### src/rtl/rgbw_stream_conv.sv
// ---------------------------------------------------------------------------
// rgbw_stream_conv
//   Converts a {G,R,B} pixel stream into {G,R,B,W} through a 3-stage pipeline:
//     stage 1 : register the input beat and its conversion mode
//     stage 2 : W = min(R,G,B)
//     stage 3 : apply the mode and drive the out_* registers
//   Stream-reset markers travel through the same pipeline in order and leave
//   as out_stream_reset=1 with out_word=0. Each stage moves only when the
//   output register is empty or being drained. This single advance signal is
//   also in_ready.
//
//   Modes: 0 pass (W=0), 1 extract (RGB-min, W=min), 2 boost (RGB, W=min),
//          3 scaled (RGB-min, W=sat((min*WSCALE)>>8)).
//
//   Configuration macro: RGBW_CONV_PIXCOUNT_EN
//     defined   : pix_count counts data beats emitted since the last marker
//     undefined : pix_count is tied to 0 and no counter is built
//
// Parameters
//   CW      bits per colour component
//   WSCALE  white gain for mode 3, Q8 (256 = 1.0)
// Ports
//   clk               pipeline clock (96 MHz PLL clock in the system)
//   rst               synchronous active-high reset
//   in_valid/in_ready input handshake
//   in_word           {G,R,B}, G in the MSBs
//   in_stream_reset   beat is a stream-reset marker (in_word ignored)
//   mode              conversion mode, bound to the beat when it is accepted
//   out_valid/out_ready output handshake
//   out_word          {G,R,B,W}, G in the MSBs
//   out_stream_reset  output beat is a marker
//   pix_count         data beats emitted since the last marker (saturating)
// ---------------------------------------------------------------------------
module rgbw_stream_conv #(
    parameter int CW     = 8,
    parameter int WSCALE = 256
) (
    input  logic            clk,
    input  logic            rst,
    input  logic            in_valid,
    output logic            in_ready,
    input  logic [3*CW-1:0] in_word,
    input  logic            in_stream_reset,
    input  logic [1:0]      mode,
    output logic            out_valid,
    input  logic            out_ready,
    output logic [4*CW-1:0] out_word,
    output logic            out_stream_reset,
    output logic [15:0]     pix_count
);

    typedef enum logic [1:0] {
        MODE_PASS    = 2'd0,
        MODE_EXTRACT = 2'd1,
        MODE_BOOST   = 2'd2,
        MODE_SCALED  = 2'd3
    } mode_e;

    localparam int PW = CW + 32;
    localparam logic [PW-1:0] CMAX = {{32{1'b0}}, {CW{1'b1}}};

    logic advance;

    // stage 1
    logic          s1_valid, s1_marker;
    logic [CW-1:0] s1_g, s1_r, s1_b;
    mode_e         s1_mode;

    // stage 2
    logic          s2_valid, s2_marker;
    logic [CW-1:0] s2_g, s2_r, s2_b, s2_min;
    mode_e         s2_mode;

    // combinational helpers
    logic [CW-1:0]   min_rgb;
    logic [PW-1:0]   scale_prod;
    logic [PW-1:0]   scale_shr;
    logic [CW-1:0]   w_scaled;
    logic [4*CW-1:0] out_word_next;

    // The whole pipeline moves as one unit. It advances whenever the output
    // register is empty or is being drained this cycle.
    assign advance  = !out_valid || out_ready;
    assign in_ready = advance;

    always_comb begin
        min_rgb = s1_g;
        if (s1_r < min_rgb) min_rgb = s1_r;
        if (s1_b < min_rgb) min_rgb = s1_b;
    end

    // Scale the white level in a wide product so that large WSCALE values
    // cannot wrap before the saturation compare.
    assign scale_prod = PW'(s2_min) * PW'(WSCALE);
    assign scale_shr  = scale_prod >> 8;
    assign w_scaled   = (scale_shr > CMAX) ? {CW{1'b1}} : scale_shr[CW-1:0];

    always_comb begin
        // NOTE: every always_comb output gets a default first so no path can infer a latch.
        out_word_next = '0;
        if (s2_valid && !s2_marker) begin
            unique case (s2_mode)
                MODE_PASS:    out_word_next = {s2_g, s2_r, s2_b, {CW{1'b0}}};
                MODE_EXTRACT: out_word_next = {s2_g - s2_min, s2_r - s2_min,
                                               s2_b - s2_min, s2_min};
                MODE_BOOST:   out_word_next = {s2_g, s2_r, s2_b, s2_min};
                MODE_SCALED:  out_word_next = {s2_g - s2_min, s2_r - s2_min,
                                               s2_b - s2_min, w_scaled};
                default:      out_word_next = '0;
            endcase
        end
    end

    // Control path: valids and visible outputs are reset. A reset drops
    // every in-flight beat, and in_valid is ignored while rst is high.
    always_ff @(posedge clk) begin
        // NOTE: sequential state is assigned with <= so all stages see pre-edge values.
        if (rst) begin
            s1_valid         <= 1'b0;
            s2_valid         <= 1'b0;
            out_valid        <= 1'b0;
            out_word         <= '0;
            out_stream_reset <= 1'b0;
        end else if (advance) begin
            s1_valid         <= in_valid;
            s2_valid         <= s1_valid;
            out_valid        <= s2_valid;
            out_word         <= out_word_next;
            out_stream_reset <= s2_valid && s2_marker;
        end
    end

    // Data path: qualified by the stage valids, so it needs no reset.
    always_ff @(posedge clk) begin
        // NOTE: payload registers are left unreset on purpose; only the valid bits need a known state.
        if (advance) begin
            s1_marker <= in_stream_reset;
            s1_g      <= in_word[3*CW-1:2*CW];
            s1_r      <= in_word[2*CW-1:CW];
            s1_b      <= in_word[CW-1:0];
            s1_mode   <= mode_e'(mode);
            s2_marker <= s1_marker;
            s2_g      <= s1_g;
            s2_r      <= s1_r;
            s2_b      <= s1_b;
            s2_min    <= min_rgb;
            s2_mode   <= s1_mode;
        end
    end

`ifdef RGBW_CONV_PIXCOUNT_EN
    // A marker and a data beat never share a handshake. The marker clears
    // the count, and each data beat adds one up to 16'hFFFF.
    always_ff @(posedge clk) begin
        if (rst) begin
            pix_count <= '0;
        end else if (out_valid && out_ready) begin
            if (out_stream_reset)
                pix_count <= '0;
            else if (pix_count != 16'hFFFF)
                pix_count <= pix_count + 16'd1;
        end
    end
`else
    assign pix_count = '0;
`endif

endmodule

### config.mk
export PLATFORM = sky130hd
export DESIGN_NAME = rgbw_stream_conv
export DESIGN_NICKNAME = d
export VERILOG_FILES = /design/src/rtl/rgbw_stream_conv.sv
export SDC_FILE = /design/constraint.sdc
export NUM_CORES = 1
export LEC_CHECK = 0
export ABC_CLOCK_PERIOD_IN_PS = 4100
export CAP_MARGIN = 20
export CORE_ASPECT_RATIO = 1.2
export CORE_UTILIZATION = 55
export CTS_BUF_LIST = sky130_fd_sc_hd__clkbuf_4
export DETAILED_ROUTE_END_ITERATION = 16
export PLACE_DENSITY = 0.8
export SLEW_MARGIN = 25
export SYNTH_ARGS = -nofsm -noshare
export SYNTH_HDL_FRONTEND = slang
export SYNTH_SLANG_ARGS = --single-unit
### constraint.sdc
create_clock -name clk -period 4.1 [get_ports clk]
set_clock_uncertainty 0.2 [all_clocks]
set_input_delay 0.82 -clock clk [delete_from_list [all_inputs] [get_ports clk]]
set_output_delay 0.82 -clock clk [all_outputs]
set_load 0.01 [all_outputs]
**After elaboration in Yosys (flattened, before gate mapping)**

Cells that the tools add are included.

- Logic and storage cells: 36
- Output and inout port bits: 51
- Bits of input ports: 31
- Register bits after elaboration: 98

- Reduce and logical (&&, ||, !) cells: 6
- Muxes and demuxes: 5
- Add/subtract/negate cells: 3
- Equality and inequality tests: 3
- Magnitude comparators: 3

Operators by type and width:

| cell | count |
|---|---|
| case mux 32 bit (4 select lines) | 1 |
| 2-to-1 mux 32 bit | 1 |
| 2-to-1 mux 8 bit | 3 |
| subtractor 8 bit | 3 |
| < comparator 8 bit | 2 |
| > comparator 8 bit, second input constant | 1 |
| equality test 2 bit, second input constant | 2 |
| equality test 2 x 1 -> 1 bit, second input constant | 1 |
| logical AND 1 bit | 2 |
| zero test 1 bit | 2 |
| zero test 2 bit | 1 |
| logical OR 1 bit | 1 |

**Depth between registers and ports, before layout**

Gate-level depths: netlist of run 1.

- Depth in word-level cells: 4
- Gate-level depth with buffers: 13
- Depth with buffers taken out: 13

**Worst setup path after synthesis of run 1**

Ideal clock, no wire load.

- Path type: input to output
- Start point: input port out_ready
- End point: output port in_ready
- Path buffers: 1
- Stages: 3
- Arrival time: 2.387 ns
- Slack: 0.693 ns
- Required time: 3.080 ns
- Cell sequence: nor2b_1 > clkbuf_1 > inv_1

- Cells in the longest elaborated chain, start to end: 1

RTL lines:

| item | RTL line | source |
|---|---|---|
| start: declaration | 46 | `input logic out_ready,` |
| logical OR 1 bit | 83 | `assign advance = !out_valid \|\| out_ready;` |
| end: declaration | 41 | `output logic in_ready,` |

Every way passes these cells.

**Final worst setup path of run 1**

- Start point: register s1_r[7]
- End point: register s2_min[0] (data pin)

- Cells in the longest elaborated chain, start to end: 4

RTL lines:

| item | RTL line | source |
|---|---|---|
| start: declaration | 66 | `logic [CW-1:0] s1_g, s1_r, s1_b;` |
| start signal: assignment | 139 | `s1_r <= in_word[2*CW-1:CW];` |
| < comparator 8 bit | 88 | `if (s1_r < min_rgb) min_rgb = s1_r;` |
| 2-to-1 mux 8 bit * | 88 |  |
| < comparator 8 bit | 89 | `if (s1_b < min_rgb) min_rgb = s1_b;` |
| 2-to-1 mux 8 bit * | 89 |  |
| named net min_rgb[0] | 75 | `logic [CW-1:0] min_rgb;` |
| end signal: assignment | 146 | `s2_min <= min_rgb;` |
| end: declaration | 71 | `logic [CW-1:0] s2_g, s2_r, s2_b, s2_min;` |

Mark *: on every way through the listed nets, which the timed path passes. The rest lies on a longest branch.
A chain may end at the register's enable or synchronous reset.

==> qor.txt, run 1 <==
Outcome: complete, no violations
Initial antenna violation count: 0
Worst Setup Slack, final: 606 ps
Worst min path class: register to register
Crit share post-route: 0.852
Core area: 8610 um2
RSZ-0062 raised after global routing: no
Total Nets Final: 568
Tot Pwr: 2.26 mW
Post-Route M1 WL: 4120 um
Top cells by area, synth: edfxtp_1 (38%), dfxtp_1 (15%), ha_1 (8.9%)
Die W: 88.4 um
CP arrival: 3520 ps
Largest area contributor in the netlist: edfxtp_1
Clock sink count: 98
CP Capture Type: register
Met3 Wirelength: 479 um
Mapped cell area: 4920 um2
Share of post-route cells with drive strength above 1: 0.0675
Seq cells post-synth: 98
TritonCTS Buffers: 9
Max Freq: 286 MHz
Power Density: 389 nW/um2
Final setup violation count: 0
1st-pass router iterations: 5
R2R cell count: 10
Die ar.: 9330 um2
Met2 routed WL: 5090 um
Vias in the first global route: 3,320
Setup CP Type: register to register
Post-CTS Repair Setup Buffers: 0
Worst EP required: 4120 ps
Crit path max-delay family: compound AO/OA/AOI/OAI gates
Hold_sp: s1_mode[0]
Max layer used: met4
CTS tree: done
GR Overflow Total: 0
Fin cells: 621
Resized cells post-CTS: 0
Post-synth top cells: edfxtp_1 (62), nor2_1 (45), dfxtp_1 (36)
DR iter-0 viols: 299
Mapped Cells: 430
Avg WL per Cell: 15.9 um
Register area share after synthesis: 0.525
Final GP Congestion: 0.851
Reg2reg start: s1_r[7]
R2r setup slk: 610 ps
Worst Hold Endpoint: s2_mode[0]
CTS Root Cell: clkbuf_4
Clock transition at path regs: 160 ps
Hold WS: 256 ps
Ant. Diodes: 0
VDD IR-drop max: 0.000172 V
H-Tree Depth: 3
Slew Viols, Final: 0
Skew-Pair Late Insertion Delay: 450 ps
CP bufs+invs: 0
GRT Resource Usage Total: 0.223
DRC: 0
Antenna-violating nets left: 0
Pleak: 2.33 nW
Most common cell in the netlist: edfxtp_1
Placement Cell Area: 5660 um2
Slew @ Worst Pin: 822 ps
CP cell instances: ha_1 -> nand4_1 -> o31ai_4 -> mux2i_1 -> ha_1 -> a21oi_1 -> o21ai_0 -> nor2_1 -> nor2_1 -> o22a_2
Setup TNS: 0 ps
Post-synth ARST share: 0
Total number of vias: 3,513
CP max stage delay: 580 ps
# rows: 37
First-pass GRT wire length: 15,500 um
Synth Warn #: 0
Final Instance Area: 5800 um2
Vias/cell: 5.66
Main flop type after synthesis: edfxtp_1
Inst Count DP: 605
Buffers on Ports: 65
Post-synth EDFFs: 62
Area grow syn2layout: 17.9%
Mean post-synth cell area: 11.4 um2
Netlist cell types: 50
Post-Route WL: 9890 um
Maxcap violations: 0
Worst path slowest cell: o31ai_4
Hold Vio Cnt, Final: 0
Clock Tree Buf Depth: 2
Fin util: 0.674
Worst-path maximum fanout: 8
Initial Utilization: 0.571
Final min period: 3490 ps
Worst slack, placed: 635 ps
FF-to-FF End: s2_min[0]
Die span in y: 106 um
Crit start category: register
Slew margin rel.: 0.452
# hold bufs at CTS: 0
I/O pins: 82
Post-synth top area share: 0.378
Detailed placement HPWL: 7410 um
Largest net degree at the start of global routing: 67
Hold path depth: 0
-- logic make-up after synthesis --
kind of cell / synth area share
simple gates: 0.113
other cells: 0.000762
buf+inv: 0.0582
fa+ha+maj: 0.101
mux: 0.0425
xor+xnor: 0.0214
flops: 0.525
compound gates: 0.138
-- state kept, by name, summed over array words and instances (netlist names) --
register and flops:
out_stream_reset 1, out_valid 1, out_word 32, s1_b 8
s1_g 8, s1_marker 1, s1_mode 2, s1_r 8
s1_valid 1, s2_b 8, s2_g 8, s2_marker 1
s2_min 8, s2_mode 2, s2_r 8, s2_valid 1
-- power breakdown --
part	total (mW)	internal, mW	leakage, nW	switching (mW)
Combinational	0.577	0.272	1.31	0.305
Clock	0.501	0.144	0.0767	0.357
Sequential	1.18	1.12	0.944	0.0573
-- worst max path at each step --
stage | startpoint | to | slack (ps) | depth (start not counted)
floorplan | out_ready | in_ready | 690 | 3
global placement | s1_r[7] | s2_min[0] | 770 | 11
detailed placement | s1_r[7] | s2_min[0] | 630 | 10
CTS | s1_r[7] | s2_min[0] | 590 | 10
global route | s1_r[7] | s2_min[0] | 410 | 10
finish | s1_r[7] | s2_min[0] | 610 | 10
-- layout by cell type, fill, tap and decap left out, drive strengths merged, types with 3 or more instances in the layout --
cell and n:
a21oi 19, dfxtp 36, nand2b 3, a222oi 9, fa 3, nand3 4
o22ai 3, nor2b 7, nor2 45, ha 35, clkbuf 9, o21a 7
clkdlybuf4s50 65, inv 33, mux2i 16, nor3 12, a22oi 20, mux2 4
clkinv 4, a32oi 3, or3 5, nor4b 4, o21ai 8, conb 16
nand2 18, xnor2 11, nor4 3, nand3b 5, a211o 4, edfxtp 62
a21o 3, buf 8
-- metal layers --
layer  vias up  track usage
met3        17       0.0399
met2       121        0.381
met1      1674        0.278
li1       1701            -
met4         0       0.0795
met5         -            0
-- layout make-up --
cell class | instances | area, um2
fill | 668 | 2810
sequential | 98 | 2580
inverter | 30 | 113
timing repair buffer | 73 | 711
tap | 117 | 146
clock inverter | 7 | 71.3
multi-input combinational | 287 | 2110
clock buffer | 9 | 67.6
Note: power is estimated with default switching activity, not from simulation.
==> run 2: changes to the inputs <==
Settings changed: ABC_CLOCK_PERIOD_IN_PS 4100 to 3200, CORE_UTILIZATION 55 to 50, PLACE_DENSITY 0.8 to 0.77, SLEW_MARGIN 25 to 10.
Clock period 4.1 ns to 3.2 ns, I/O delays scaled along.
==> qor.txt, run 2 (synthesis results as in run 1) <==
TritonCTS Buffers: 9 (unchanged)
Fin util: 0.651 (-0.0223)
Initial antenna violation count: 0 (unchanged)
RSZ-0062 raised after global routing: yes
Crit path max-delay family: compound AO/OA/AOI/OAI gates
Ant. Diodes: 0 (unchanged)
Most frequent cells in the layout: clkdlybuf4s50_1 (65), edfxtp_1 (62), nor2_1 (42), buf_4 (37), dfxtp_1 (36)
R2r setup slk: -180 ps (-780 ps)
Crit share post-route: 1.05 (+0.202)
Slew margin rel.: 0.384 (-0.0682)
Pleak: 2.50 nW (+7.1%)
Slew Viols, Final: 0 (unchanged)
DRC: 0 (unchanged)
Antenna-violating nets left: 0 (unchanged)
Power Density: 503 nW/um2 (+29%)
Maxcap violations: 0 (unchanged)
Total Nets Final: 600 (+5.6%)
Vias in the first global route: 3,605 (+8.6%)
DR iter-0 viols: 212 (-29%)
Setup CP Type: register to register
Largest Register: out_word
CP bufs+invs: 2 (+2)
I/O pins: 82 (unchanged)
CP arrival: 3460 ps (-60 ps)
Outcome: finished, violations left
Final min period: 3380 ps (-119 ps)
Worst Setup Slack, final: -175 ps (-781 ps)
Die W: 92.6 um (+4.8%)
Crit start category: register
H-Tree Depth: 3 (unchanged)
Clock Tree Buf Depth: 2 (unchanged)
Hold Vio Cnt, Final: 0 (unchanged)
Worst path slowest cell: edfxtp_1
Failing checks: negative setup slack
CP cell instances: ha_1 -> nand4_1 -> o31ai_4 -> buf_6 -> mux2i_1 -> ha_1 -> a21oi_2 -> o21ai_2 -> nor2_4 -> a21oi_4 -> buf_4 -> mux2i_1
Largest register FFs: 32 (unchanged)
Final setup violation count: 7 (+7)
Largest net degree at the start of global routing: 67 (unchanged)
First-pass GRT wire length: 17,200 um (+10%)
Slew @ Worst Pin: 921 ps (+98.9 ps)
Initial Utilization: 0.515 (-0.0570)
# rows: 39 (+5.4%)
Die span in y: 111 um (+4.8%)
Clock sink count: 98 (unchanged)
CP Capture Type: register
Worst slack, placed: -93.8 ps (-729 ps)
Buffers on Ports: 65 (unchanged)
Detailed placement HPWL: 7530 um (+1.6%)
CTS tree: done
1st-pass router iterations: 4 (-1)
Share of post-route cells with drive strength above 1: 0.160 (+0.0930)
Post-Route WL: 11,100 um (+12%)
Setup TNS: -561 ps (-561 ps)
Vias/cell: 5.65 (-0.16%)
Worst min path class: register to register
Final GP Congestion: 0.846 (-0.62%)
Die ar.: 10,200 um2 (+9.8%)
Skew-Pair Late Insertion Delay: 460 ps (about the same)
VDD IR-drop max: 0.000324 V (+88%)
Max Freq: 296 MHz (+3.5%)
GR Overflow Total: 0 (unchanged)
Area grow syn2layout: 26.6%
GRT Resource Usage Total: 0.219 (-0.00370)
CTS Root Cell: clkbuf_4
Total number of vias: 3,722 (+5.9%)
Clock transition at path regs: 140 ps (-20 ps)
Avg WL per Cell: 16.9 um (+5.9%)
CP max stage delay: 450 ps (-130 ps)
# hold bufs at CTS: 0 (unchanged)
Worst EP required: 3290 ps (-830 ps)
Core area: 9560 um2 (+11%)
Most common cell after layout, fill and taps aside: clkdlybuf4s50_1
Worst-path maximum fanout: 4 (-4)
-- run 2: cell count changes in the layout (fill, tap and decap cells not counted), sizes merged --
cell / delta
buf: +32
inv: -4
bufinv: +2
clkbuf: +2
clkinv: -1
clkinvlp: +1
-- run 2: cell type report --
class                   count  area, um2
repair buffers            105        962
inverters                  30        113
well taps                 123        154
fillers                   727       3330
multi-input cells         287       2260
flip-flops and latches     98       2580
clock buffers              11       82.6
clock inverters             5       80.1
-- run 2: where the power goes --
part / switching, mW / leakage (nW) / total (mW) / internal (mW)
clock network: 0.411 / 0.0847 / 0.745 / 0.334
logic: 0.451 / 1.47 / 0.884 / 0.433
registers: 0.0714 / 0.944 / 1.51 / 1.43
-- run 2: repair_timing --
item                                   in CTS  in global routing
buffers inserted                           12                 12
pin swaps                                   5                 10
setup endpoints to repair                   8                  8
endpoints found under the hold margin       0                  0
gates resized for setup                    12                 19
-- run 2: path summary, 6_finish.rpt --
kind / start / end / cells after the start
worst max-delay path: s1_r[5] / s2_min[1] / 12
worst min-delay path: s1_mode[1] / s2_mode[1] / 0
worst max register to register: s1_r[5] / s2_min[1] / 12
worst min register to register: s1_mode[1] / s2_mode[1] / 0
-- run 2: per-stage QoR --
stage | instance area (um2) | total power [mW] | instances | hold slack, ps
2_1_floorplan | 4980 | 2.08 | 445 | 200
3_3_place_gp | 5730 | 2.25 | 619 | 202
3_5_place_dp | 5730 | 2.28 | 619 | 222
4_1_cts | 6020 | 3.06 | 647 | 254
5_1_grt | 6230 | 3.28 | 659 | 255
6_report | 6230 | 3.14 | 659 | 249
-- run 2: routing by layer --
layer  GRT usage  up-vias  wire (um)  part of all wire
met5           0        -          0                 0
met4       0.106        0        291             0.026
met3      0.0370       23        407             0.037
met2       0.383       98       5810              0.52
met1       0.258     1835       4600              0.41
li1            -     1766          -                 -
==> run 3: changes to the inputs <==
Settings changed: CORE_UTILIZATION 50 to 48, CTS_BUF_LIST sky130_fd_sc_hd__clkbuf_4 to not set, PLACE_DENSITY 0.77 to 0.74.
==> qor.txt, run 3 (synthesis results as in run 1) <==
Outcome: complete, no violations
Clock Tree Buf Depth: 2 (unchanged)
Core area: 10,000 um2 (+4.7%)
Die ar.: 10,700 um2 (+4.1%)
Clock transition at path regs: 60 ps (-80 ps)
Skew-Pair Late Insertion Delay: 340 ps (-120 ps)
Most common cell after layout, fill and taps aside: clkdlybuf4s50_1
First-pass GRT wire length: 16,900 um (-1.4%)
Final setup violation count: 0 (-7)
Pleak: 2.54 nW (+1.7%)
Fill count: 773 (+6.3%)
Crit share post-route: 0.991 (-0.0632)
R2r setup slk: 30 ps (+200 ps)
Largest register FFs: 32 (unchanged)
R2R cell count: 13 (+1)
Area grow syn2layout: 28.3%
Max Freq: 315 MHz (+6.4%)
Avg WL per Cell: 16.0 um (-5.0%)
Max layer used: met4
Die W: 94.4 um (+2.0%)
H-Tree Depth: 3 (unchanged)
GR Overflow Total: 0 (unchanged)
Share of post-route cells with drive strength above 1: 0.140 (-0.0206)
Post-Route WL: 10,500 um (-5.6%)
Met3 Wirelength: 394 um (-3.2%)
Antenna-violating nets left: 0 (unchanged)
RSZ-0062 raised after global routing: yes
Worst min path class: register to register
Buffers on Ports: 65 (unchanged)
TritonCTS Buffers: 9 (unchanged)
# rows: 40 (+2.6%)
Total number of vias: 3,627 (-2.6%)
VDD IR-drop max: 0.000321 V (-0.84%)
GRT Resource Usage Total: 0.211 (-0.00806)
Crit start category: register
Fin util: 0.631 (-0.0205)
Clock sink count: 98 (unchanged)
Initial antenna violation count: 0 (unchanged)
DRC: 0 (unchanged)
Setup CP Type: register to register
Largest net degree at the start of global routing: 67 (unchanged)
FF-to-FF End: s2_min[2]
Last element of the critical path: s2_min[2]
Met2 routed WL: 5390 um (-7.2%)
Power Density: 563 nW/um2 (+12%)
Largest Register: out_word
Slew @ Worst Pin: 1110 ps (+188 ps)
Worst-path maximum fanout: 7 (+3)
Initial Utilization: 0.492 (-0.0229)
Worst EP required: 3090 ps (-200 ps)
Post-Route M1 WL: 4420 um (-3.7%)
CTS tree: done
CP arrival: 3060 ps (-400 ps)
CP Capture Type: register
Slew margin rel.: 0.255 (-0.129)
Maxcap violations: 0 (unchanged)
CTS Root Cell: clkbuf_16
Detailed placement HPWL: 7820 um (+3.9%)
Worst Setup SP: s1_r[3]
1st-pass router iterations: 5 (+1)
I/O pins: 82 (unchanged)
Vias/cell: 5.54 (-2.0%)
DR iter-0 viols: 255 (+20%)
Slew Viols, Final: 0 (unchanged)
Hold Vio Cnt, Final: 0 (unchanged)
Hold WS: 220 ps (-29.0 ps)
Vias in the first global route: 3,545 (-1.7%)
Reg2reg start: s1_r[3]
Final min period: 3170 ps (-202 ps)
Total Nets Final: 594 (-1.0%)
Most frequent cells in the layout: clkdlybuf4s50_1 (65), edfxtp_1 (62), nor2_1 (42), dfxtp_1 (36)
Final GP Congestion: 0.815 (-3.6%)
Ant. Diodes: 0 (unchanged)
Die span in y: 113 um (+2.0%)
[run 3: changes by cell type in the layout (fill, tap and decap cells not counted), moves of 2 or more]
cell	change
clkbuf_4	-11
clkbuf_16	+9
buf_4	-6
a21oi_1	+2
a21oi_2	-2
ha_1	+2
mux2i_4	-2
nor2_2	+2
nor2_4	-2
[run 3: power breakdown]
part           switching, mW  internal (mW)  total (mW)
clock network          0.452          0.759        1.21
registers             0.0705           1.44        1.51
logic                  0.423          0.411       0.834
total                  0.946           2.61        3.55
[run 3: area by class of cell]
type                    instances  area (um2)  area share
flip-flops and latches         98        2580       0.409
inverters                      30         113      0.0178
repair buffers                 99         926       0.147
multi-input cells             287        2200       0.349
clock buffers                  10         229      0.0363
well taps                     126         158      0.0250
clock inverters                 5         105      0.0166
[run 3: routing by layer]
metal	global-route usage	vias up
met4	0.106	0
met5	0	-
met1	0.255	1739
met2	0.360	110
met3	0.0356	20
li1	-	1758
[run 3: how the worst min path moves through the flow]
stage                     from    endpoint  depth (start not counted)
global route        s1_mode[1]  s2_mode[1]                          0
global placement    s1_mode[1]  s2_mode[1]                          0
CTS                  s1_marker   s2_marker                          0
finish               s1_marker   s2_marker                          0
floorplan            s1_marker   s2_marker                          0
detailed placement  s1_mode[1]  s2_mode[1]                          0
[run 3: repair_timing]
item                                   4_1_cts  5_1_grt
hold buffers                                 0        0
setup endpoints to repair                    8        8
pin swaps                                    5        8
buffers inserted                             2        3
endpoints found under the hold margin        0        0
resized for setup                           13        9
[run 3: critical path, stage by stage, from the launching register on]
cell and delay, ps:
edfxtp_1 400, ha_1 250, a2111oi_4 420, o31ai_4 140, buf_6 150, mux2i_4 180
ha_1 280, o21a_1 180, o21ai_1 140, a21oi_1 90, nor2_2 180, a21oi_4 60
buf_12 140, mux2i_1 120
[run 3: per-stage QoR]
step | setup WS (ps) | cell area [um2] | setup TNS (ps) | cells | total power, mW
final | 27.3 | 6320 | 0 | 655 | 3.55
after global routing | -111 | 6320 | -735 | 655 | 3.73
after CTS | 0.234 | 6260 | 0 | 653 | 3.56
after detailed placement | -154 | 5850 | -1130 | 636 | 2.32
after global placement | -57.6 | 5850 | -398 | 636 | 2.29
after floorplan | 37.3 | 4980 | 0 | 445 | 2.08
